File: src/rtl/sar_search_controller_if.sv
// rtl/sar_search_controller_if.sv - start/comparator/result bundle for the SAR search controller
// Purpose: groups the search handshake and comparator-facing signals.
// Signals:
//   start                  search request into the controller
//   cmp_gt/cmp_eq/cmp_lt   comparator flags (target vs guess) into the controller
//   guess                  trial value out to the comparator b input
//   busy/done/result/err   search status and outcome out of the controller
// Modports: slave = controller side, master = requester/comparator side.
interface sar_search_controller_if #(
  parameter int WIDTH = 4
);
  logic             start;
  logic             cmp_gt;
  logic             cmp_eq;
  logic             cmp_lt;
  logic [WIDTH-1:0] guess;
  logic             busy;
  logic             done;
  logic [WIDTH-1:0] result;
  logic             err;

  modport slave (
    input  start, cmp_gt, cmp_eq, cmp_lt,
    output guess, busy, done, result, err
  );

  modport master (
    output start, cmp_gt, cmp_eq, cmp_lt,
    input  guess, busy, done, result, err
  );
endinterface

File: src/rtl/sar_search_controller.sv
// rtl/sar_search_controller.sv - successive-approximation search engine driving a magnitude comparator
// Purpose: resolves an unknown target MSB-first, one bit per clock, by driving trial
//   values on guess and consuming the comparator's gt/eq/lt flags (a=target, b=guess).
// Ports:
//   clk    rising-edge clock
//   rst_n  asynchronous active-low reset
//   bus    sar_search_controller_if.slave: start, cmp_gt/eq/lt in; guess, busy, done, result, err out
// Optional feature macro: SAR_EARLY_EXIT_EN (stop the search on cmp_eq; undefined by default).
module sar_search_controller #(
  parameter int WIDTH = 4
) (
  input  logic                          clk,
  input  logic                          rst_n,
  sar_search_controller_if.slave        bus
);
  localparam int IW = $clog2(WIDTH);

  typedef enum logic [1:0] {
    S_IDLE  = 2'd0,
    S_PROBE = 2'd1,
    S_DONE  = 2'd2
  } state_t;

  state_t           state_q, state_d;
  logic [WIDTH-1:0] guess_q, guess_d;
  logic [IW-1:0]    bit_idx_q, bit_idx_d;
  logic             busy_q, busy_d;
  logic             done_q, done_d;
  logic [WIDTH-1:0] result_q, result_d;
  logic             err_q, err_d;

  logic             flags_onehot;
  logic [WIDTH-1:0] guess_fixed;
  logic [IW-1:0]    bit_idx_m1;

  assign flags_onehot = $onehot({bus.cmp_gt, bus.cmp_eq, bus.cmp_lt});
  assign bit_idx_m1   = bit_idx_q - IW'(1);

  // Current guess with the bit under test corrected. A malformed flag set keeps the bit.
  always_comb begin
    guess_fixed = guess_q;
    if (flags_onehot && bus.cmp_lt) begin
      guess_fixed[bit_idx_q] = 1'b0;
    end
  end

  always_comb begin
    state_d   = state_q;
    guess_d   = guess_q;
    bit_idx_d = bit_idx_q;
    busy_d    = busy_q;
    done_d    = 1'b0;
    result_d  = result_q;
    err_d     = err_q;

    unique case (state_q)
      S_IDLE: begin
        if (bus.start) begin
          guess_d   = WIDTH'(1) << (WIDTH - 1);
          bit_idx_d = IW'(WIDTH - 1);
          err_d     = 1'b0;
          busy_d    = 1'b1;
          state_d   = S_PROBE;
        end
      end

      S_PROBE: begin
        if (!flags_onehot) begin
          err_d = 1'b1;
        end
`ifdef SAR_EARLY_EXIT_EN
        // Bits below bit_idx are still 0, so guess already equals the target exactly.
        if (flags_onehot && bus.cmp_eq) begin
          result_d = guess_q;
          busy_d   = 1'b0;
          done_d   = 1'b1;
          state_d  = S_DONE;
        end else
`endif
        if (bit_idx_q != '0) begin
          guess_d             = guess_fixed;
          guess_d[bit_idx_m1] = 1'b1;
          bit_idx_d           = bit_idx_m1;
        end else begin
          guess_d  = guess_fixed;
          result_d = guess_fixed;
          busy_d   = 1'b0;
          done_d   = 1'b1;
          state_d  = S_DONE;
        end
      end

      S_DONE: begin
        state_d = S_IDLE;
      end

      default: begin
        state_d = S_IDLE;
      end
    endcase
  end

  always_ff @(posedge clk or negedge rst_n) begin
    if (!rst_n) begin
      state_q   <= S_IDLE;
      guess_q   <= '0;
      bit_idx_q <= '0;
      busy_q    <= 1'b0;
      done_q    <= 1'b0;
      result_q  <= '0;
      err_q     <= 1'b0;
    end else begin
      state_q   <= state_d;
      guess_q   <= guess_d;
      bit_idx_q <= bit_idx_d;
      busy_q    <= busy_d;
      done_q    <= done_d;
      result_q  <= result_d;
      err_q     <= err_d;
    end
  end

  assign bus.guess  = guess_q;
  assign bus.busy   = busy_q;
  assign bus.done   = done_q;
  assign bus.result = result_q;
  assign bus.err    = err_q;
endmodule

File: src/flat_wrapper.sv
// flat-port wrapper written by rule: the top's interface ports become plain ports
module sar_search_controller_flat 
#(
  parameter int WIDTH = 4
)
  (clk, rst_n, bus_start, bus_cmp_gt, bus_cmp_eq, bus_cmp_lt, bus_guess, bus_busy, bus_done, bus_result, bus_err);
  sar_search_controller_if #(.WIDTH(WIDTH)) bus_i ();
  input  logic clk;
  input  logic rst_n;
  input wire logic [$bits(bus_i.start)-1:0] bus_start;
  input wire logic [$bits(bus_i.cmp_gt)-1:0] bus_cmp_gt;
  input wire logic [$bits(bus_i.cmp_eq)-1:0] bus_cmp_eq;
  input wire logic [$bits(bus_i.cmp_lt)-1:0] bus_cmp_lt;
  output wire logic [$bits(bus_i.guess)-1:0] bus_guess;
  output wire logic [$bits(bus_i.busy)-1:0] bus_busy;
  output wire logic [$bits(bus_i.done)-1:0] bus_done;
  output wire logic [$bits(bus_i.result)-1:0] bus_result;
  output wire logic [$bits(bus_i.err)-1:0] bus_err;
  assign bus_i.start = bus_start;
  assign bus_i.cmp_gt = bus_cmp_gt;
  assign bus_i.cmp_eq = bus_cmp_eq;
  assign bus_i.cmp_lt = bus_cmp_lt;
  assign bus_guess = bus_i.guess;
  assign bus_busy = bus_i.busy;
  assign bus_done = bus_i.done;
  assign bus_result = bus_i.result;
  assign bus_err = bus_i.err;
  sar_search_controller #(.WIDTH(WIDTH)) u_core (.clk(clk), .rst_n(rst_n), .bus(bus_i));
endmodule
File: config.mk
export PLATFORM = sky130hd
export DESIGN_NAME = sar_search_controller_flat
export DESIGN_NICKNAME = d
export VERILOG_FILES = /design/src/rtl/sar_search_controller_if.sv /design/src/rtl/sar_search_controller.sv /design/src/flat_wrapper.sv
export SDC_FILE = /design/constraint.sdc
export NUM_CORES = 1
export LEC_CHECK = 0
export ABC_AREA = 1
export BUFFER_PORTS_ARGS = -buffer_cell sky130_fd_sc_hd__buf_4
export CAP_MARGIN = 40
export CORE_MARGIN = 10
export CORE_UTILIZATION = 50
export DETAILED_ROUTE_END_ITERATION = 7
export PLACE_DENSITY_LB_ADDON = 0.05
export SYNTH_ARGS = -nofsm -noshare
export SYNTH_HDL_FRONTEND = slang
export SYNTH_SLANG_ARGS = --single-unit
File: constraint.sdc
create_clock -name clk -period 1.5 [get_ports clk]
set_clock_uncertainty 0.15 [all_clocks]
set_input_delay 0.225 -clock clk [delete_from_list [all_inputs] [get_ports clk]]
set_output_delay 0.225 -clock clk [all_outputs]
set_load 0.02 [all_outputs]
==> Implementation_results.wiki <==
{| class="wikitable"
! Metric !! Value
|-
| Maximum clock insertion buffer count || 2
|-
| Upper clock frequency limit || approximately 0.74 GHz
|-
| Tightest Pin Transition || about 250 ps
|-
| Synth cell types || 16
|-
| Reg-to-reg startpoint || u_core.bit_idx_q[1]$_DFFE_PN0P_
|-
| Routed wirelength normalized by instance count || about 13 µm
|-
| Relative slew slack || 83.3%
|-
| Area fraction in compound gates after synthesis || under 10%
|-
| Final hold violations || 0
|-
| Clock tree from TritonCTS || done
|-
| Inserted Clock Buffers || 3
|-
| Post-CTS setup-driven buffer insertion count || 0
|-
| First-pass GRT wire length || between 2000 and 3000 µm
|-
| Chip height || roughly 60 µm
|-
| Fill cells || about 120
|-
| Number of cells on the worst reg-to-reg path || 8
|-
| Min setup slack post-route || around 150 ps
|-
| Initial antenna violation count || 0
|-
| Total number of vias || 620
|-
| Post-detailed-placement half-perimeter wirelength || 1270 µm
|-
| Root buf cell || sky130_fd_sc_hd__clkbuf_4
|-
| Crit path DAT || roughly 1400 ps
|-
| Power per standard cell area || ~2100 nW/µm²
|-
| Die X-Extent || 58.5 µm
|-
| Maximum level of the CTS H-tree || 1
|-
| Number of global-route vias before repair || between 600 and 700
|-
| Clock-pin slew on the worst setup and hold paths || around 90 ps
|-
| Leakage || ~0.52 nW
|-
| Maximum fanout along the worst path || 3
|-
| Hold Crit Endpoint || u_core.bus.busy$_DFFE_PN0P_
|-
| Pin count of the biggest net entering global routing || 16
|-
| Type of element launching the critical path || register
|-
| Max-slew violations || 0
|-
| Final hold slack || just under 80 ps
|-
| Total detailed-routing wirelength || approximately 1600 µm
|-
| Dominant register cell in the synthesized netlist || sky130_fd_sc_hd__dfrtp_1
|-
| Simple-Gate Fraction of Synth Area || 26.8%
|-
| Net count after synthesis || 95
|-
| Remaining routing DRC violations || 0
|-
| Fraction of final layout cells sized beyond drive strength 1 || roughly a third
|-
| Share of flip-flops with an asynchronous set or reset || 100%
|-
| Synth Warn # || 0
|-
| Post-synthesis sequential element count || 15
|-
| Floorplan die area || between 3000 and 4000 µm²
|-
| Hold Crit Class || in -> reg
|-
| Instance area after placement || about 900 µm²
|-
| Grt total ovfl || 0
|-
| Setup repair after global routing missed its margin || false
|-
| Area growth from synthesis to layout || 30.5%
|-
| Number of synthesized flops with an enable pin || 0
|-
| Capturing point of the worst reg2reg path || u_core.bus.guess[1]$_DFFE_PN0P_
|-
| Worst-case setup slack after placement || -63.8 ps
|-
| Worst setup path class || reg -> reg
|-
| Number of stages on the worst hold path || 3
|-
| Post-synth top area share || 50.6%
|-
| Reported max-cap violation count || 0
|-
| Ratio of routed vias to standard cells || ~5.0
|-
| Worst R2R Setup Slack || about 150 ps
|-
| Commonest cells in the netlist || sky130_fd_sc_hd__nand2_1, sky130_fd_sc_hd__dfrtp_1, sky130_fd_sc_hd__inv_1, sky130_fd_sc_hd__nor2_1
|-
| DR iter-0 viols || 22
|-
| Core region area || 1350 µm²
|-
| Final critical-path required period || approximately 1300 ps
|-
| Finished Cell Area || about 970 µm²
|-
| Final-stage net count || 122
|-
| Synth Cell Area || around 740 µm²
|-
| Required arrival time at the worst endpoint || about 1500 ps
|-
| Portion of netlist area occupied by mux cells || 0%
|-
| Hold Crit Start || bus_start
|-
| Diode insertion count for antenna repair || 0
|-
| Main area contributors after synthesis || sky130_fd_sc_hd__dfrtp_1, sky130_fd_sc_hd__nand2_1, sky130_fd_sc_hd__ha_1, sky130_fd_sc_hd__inv_1, sky130_fd_sc_hd__nand4_1
|-
| Combinational family with the most area after synthesis || simple AND/OR/NAND/NOR gates
|-
| Number of ports placed on the die boundary || 17
|-
| Setup-violating endpoint count in the final report || 0
|-
| Post-synthesis average cell area || about 9 µm²
|-
| Most common cell in the synthesized netlist || sky130_fd_sc_hd__nand2_1
|-
| Router iterations before antenna repair || 4
|-
| Sink Count || 15
|-
| Portion of the clock cycle consumed by the worst path in the final layout || roughly 90%
|-
| Peak supply drop || ~1.2 mV
|-
| Dominant cell type by area after synthesis || sky130_fd_sc_hd__dfrtp_1
|-
| Sequential cell area fraction in the yosys report || around half
|-
| Count of mapped cells out of synthesis || 84
|-
| Synth Area in XOR/XNOR || 0%
|-
| Row count || 13
|-
| Type of element capturing the critical path || register
|-
| Effective utilization at floorplan || 55.0%
|-
| Adder and majority gate portion of the synthesized area || a little under a tenth
|-
| Residual antenna-violating net count after detailed routing || 0
|-
| Result of the run || finished clean
|-
| Gp weighted congestion || approximately 0.8
|-
| Clock latency of the later-clocked register in the worst-skew pair || 290 ps
|-
| Aggregate global-route resource usage || 10.1%
|-
| Quantity of I/O buffers inserted on ports || 16
|}
[power breakdown]
part / internal [mW] / switching, mW
Sequential: 0.572 / 0.104
Combinational: 0.470 / 0.682
Clock: 0.0992 / 0.137
Total: 1.14 / 0.923
[flip-flops by register name, summed over array words and instances, names as in the netlist]
signal / count
u_core.bus.err: 1
u_core.bus.result: 4
u_core.bus.guess: 4
u_core.bus.done: 1
u_core.state_q: 2
u_core.bit_idx_q: 2
u_core.bus.busy: 1
[worst max-delay path, stage by stage, from the launching register on]
cell and delay (ps):
sky130_fd_sc_hd__dfrtp_1 390, sky130_fd_sc_hd__inv_1 110, sky130_fd_sc_hd__buf_4 130, sky130_fd_sc_hd__ha_1 130
sky130_fd_sc_hd__nand4_1 90, sky130_fd_sc_hd__nand2_1 100, sky130_fd_sc_hd__nand2_1 50, sky130_fd_sc_hd__nand2_1 50
sky130_fd_sc_hd__nand2_1 40
[routing by layer]
| layer | GRT usage [%] | up-vias | part of all wire, % |
|---|---|---|---|
| met5 | 0 | - | 0 |
| met1 | 10.5 | 285 | 43 |
| met3 | 3.86 | 4 | 8.2 |
| met2 | 17.6 | 15 | 48 |
| met4 | 4.03 | 0 | 1.3 |
| li1 | - | 316 | - |
[worst max-delay path by stage]
stage	start	to	depth (start not counted)
floorplan	u_core.bit_idx_q[0]$_DFFE_PN0P_	u_core.bus.result[1]$_DFFE_PN0P_	7
global placement	bus_cmp_lt	u_core.bus.guess[2]$_DFFE_PN0P_	9
detailed placement	bus_cmp_lt	u_core.bus.guess[1]$_DFFE_PN0P_	9
CTS	u_core.bit_idx_q[0]$_DFFE_PN0P_	u_core.bus.result[3]$_DFFE_PN0P_	7
global route	u_core.bit_idx_q[0]$_DFFE_PN0P_	u_core.bus.guess[2]$_DFFE_PN0P_	8
finish	u_core.bit_idx_q[1]$_DFFE_PN0P_	u_core.bus.guess[1]$_DFFE_PN0P_	8
[stage by stage]
step	TNS [ps]	total power [mW]	utilization [%]	cells
after detailed placement	-170	1.81	68.0	120
final	0	2.06	71.7	125
after floorplan	0	1.38	-	84
after CTS	0	2.04	70.8	125
after global placement	-41.0	1.79	68.0	120
after global routing	0	2.26	71.7	125
[cells in the final DEF, fill, tap and decap left out, types with 4 or more instances in the layout]
cell type	n
sky130_fd_sc_hd__buf_4	21
sky130_fd_sc_hd__dfrtp_1	15
sky130_fd_sc_hd__inv_1	6
sky130_fd_sc_hd__inv_2	5
sky130_fd_sc_hd__nand2_1	27
sky130_fd_sc_hd__nand3_1	4
sky130_fd_sc_hd__nand4_1	4
sky130_fd_sc_hd__nor2_1	5
[logic make-up (layout without fill, tap and decap cells)]
family	Yosys count	after routing
flip-flops	15	15
AO/OA/AOI/OAI	10	10
adder cells (fa/ha/maj)	5	5
AND/OR/NAND/NOR	43	43
buffers and inverters	11	37
[repair_timing]
action                                 CTS  global route
setup endpoints to repair                0             5
gates resized for setup                  0             3
endpoints found under the hold margin   15             0
hold buffers                             1             0
[area by class of cell]
class                           count  area, µm²  share of cell area (%)
Timing Repair Buffer               22        168                    17.3
Clock inverter                      1       5.00                   0.517
Multi-Input combinational cell     58        338                    34.9
Clock buffer                        3       22.5                    2.33
Tap cell                           15       18.8                    1.94
Sequential cell                    15        375                    38.8
Inverter                           11       41.3                    4.26
(Power assumes the default switching activity.)
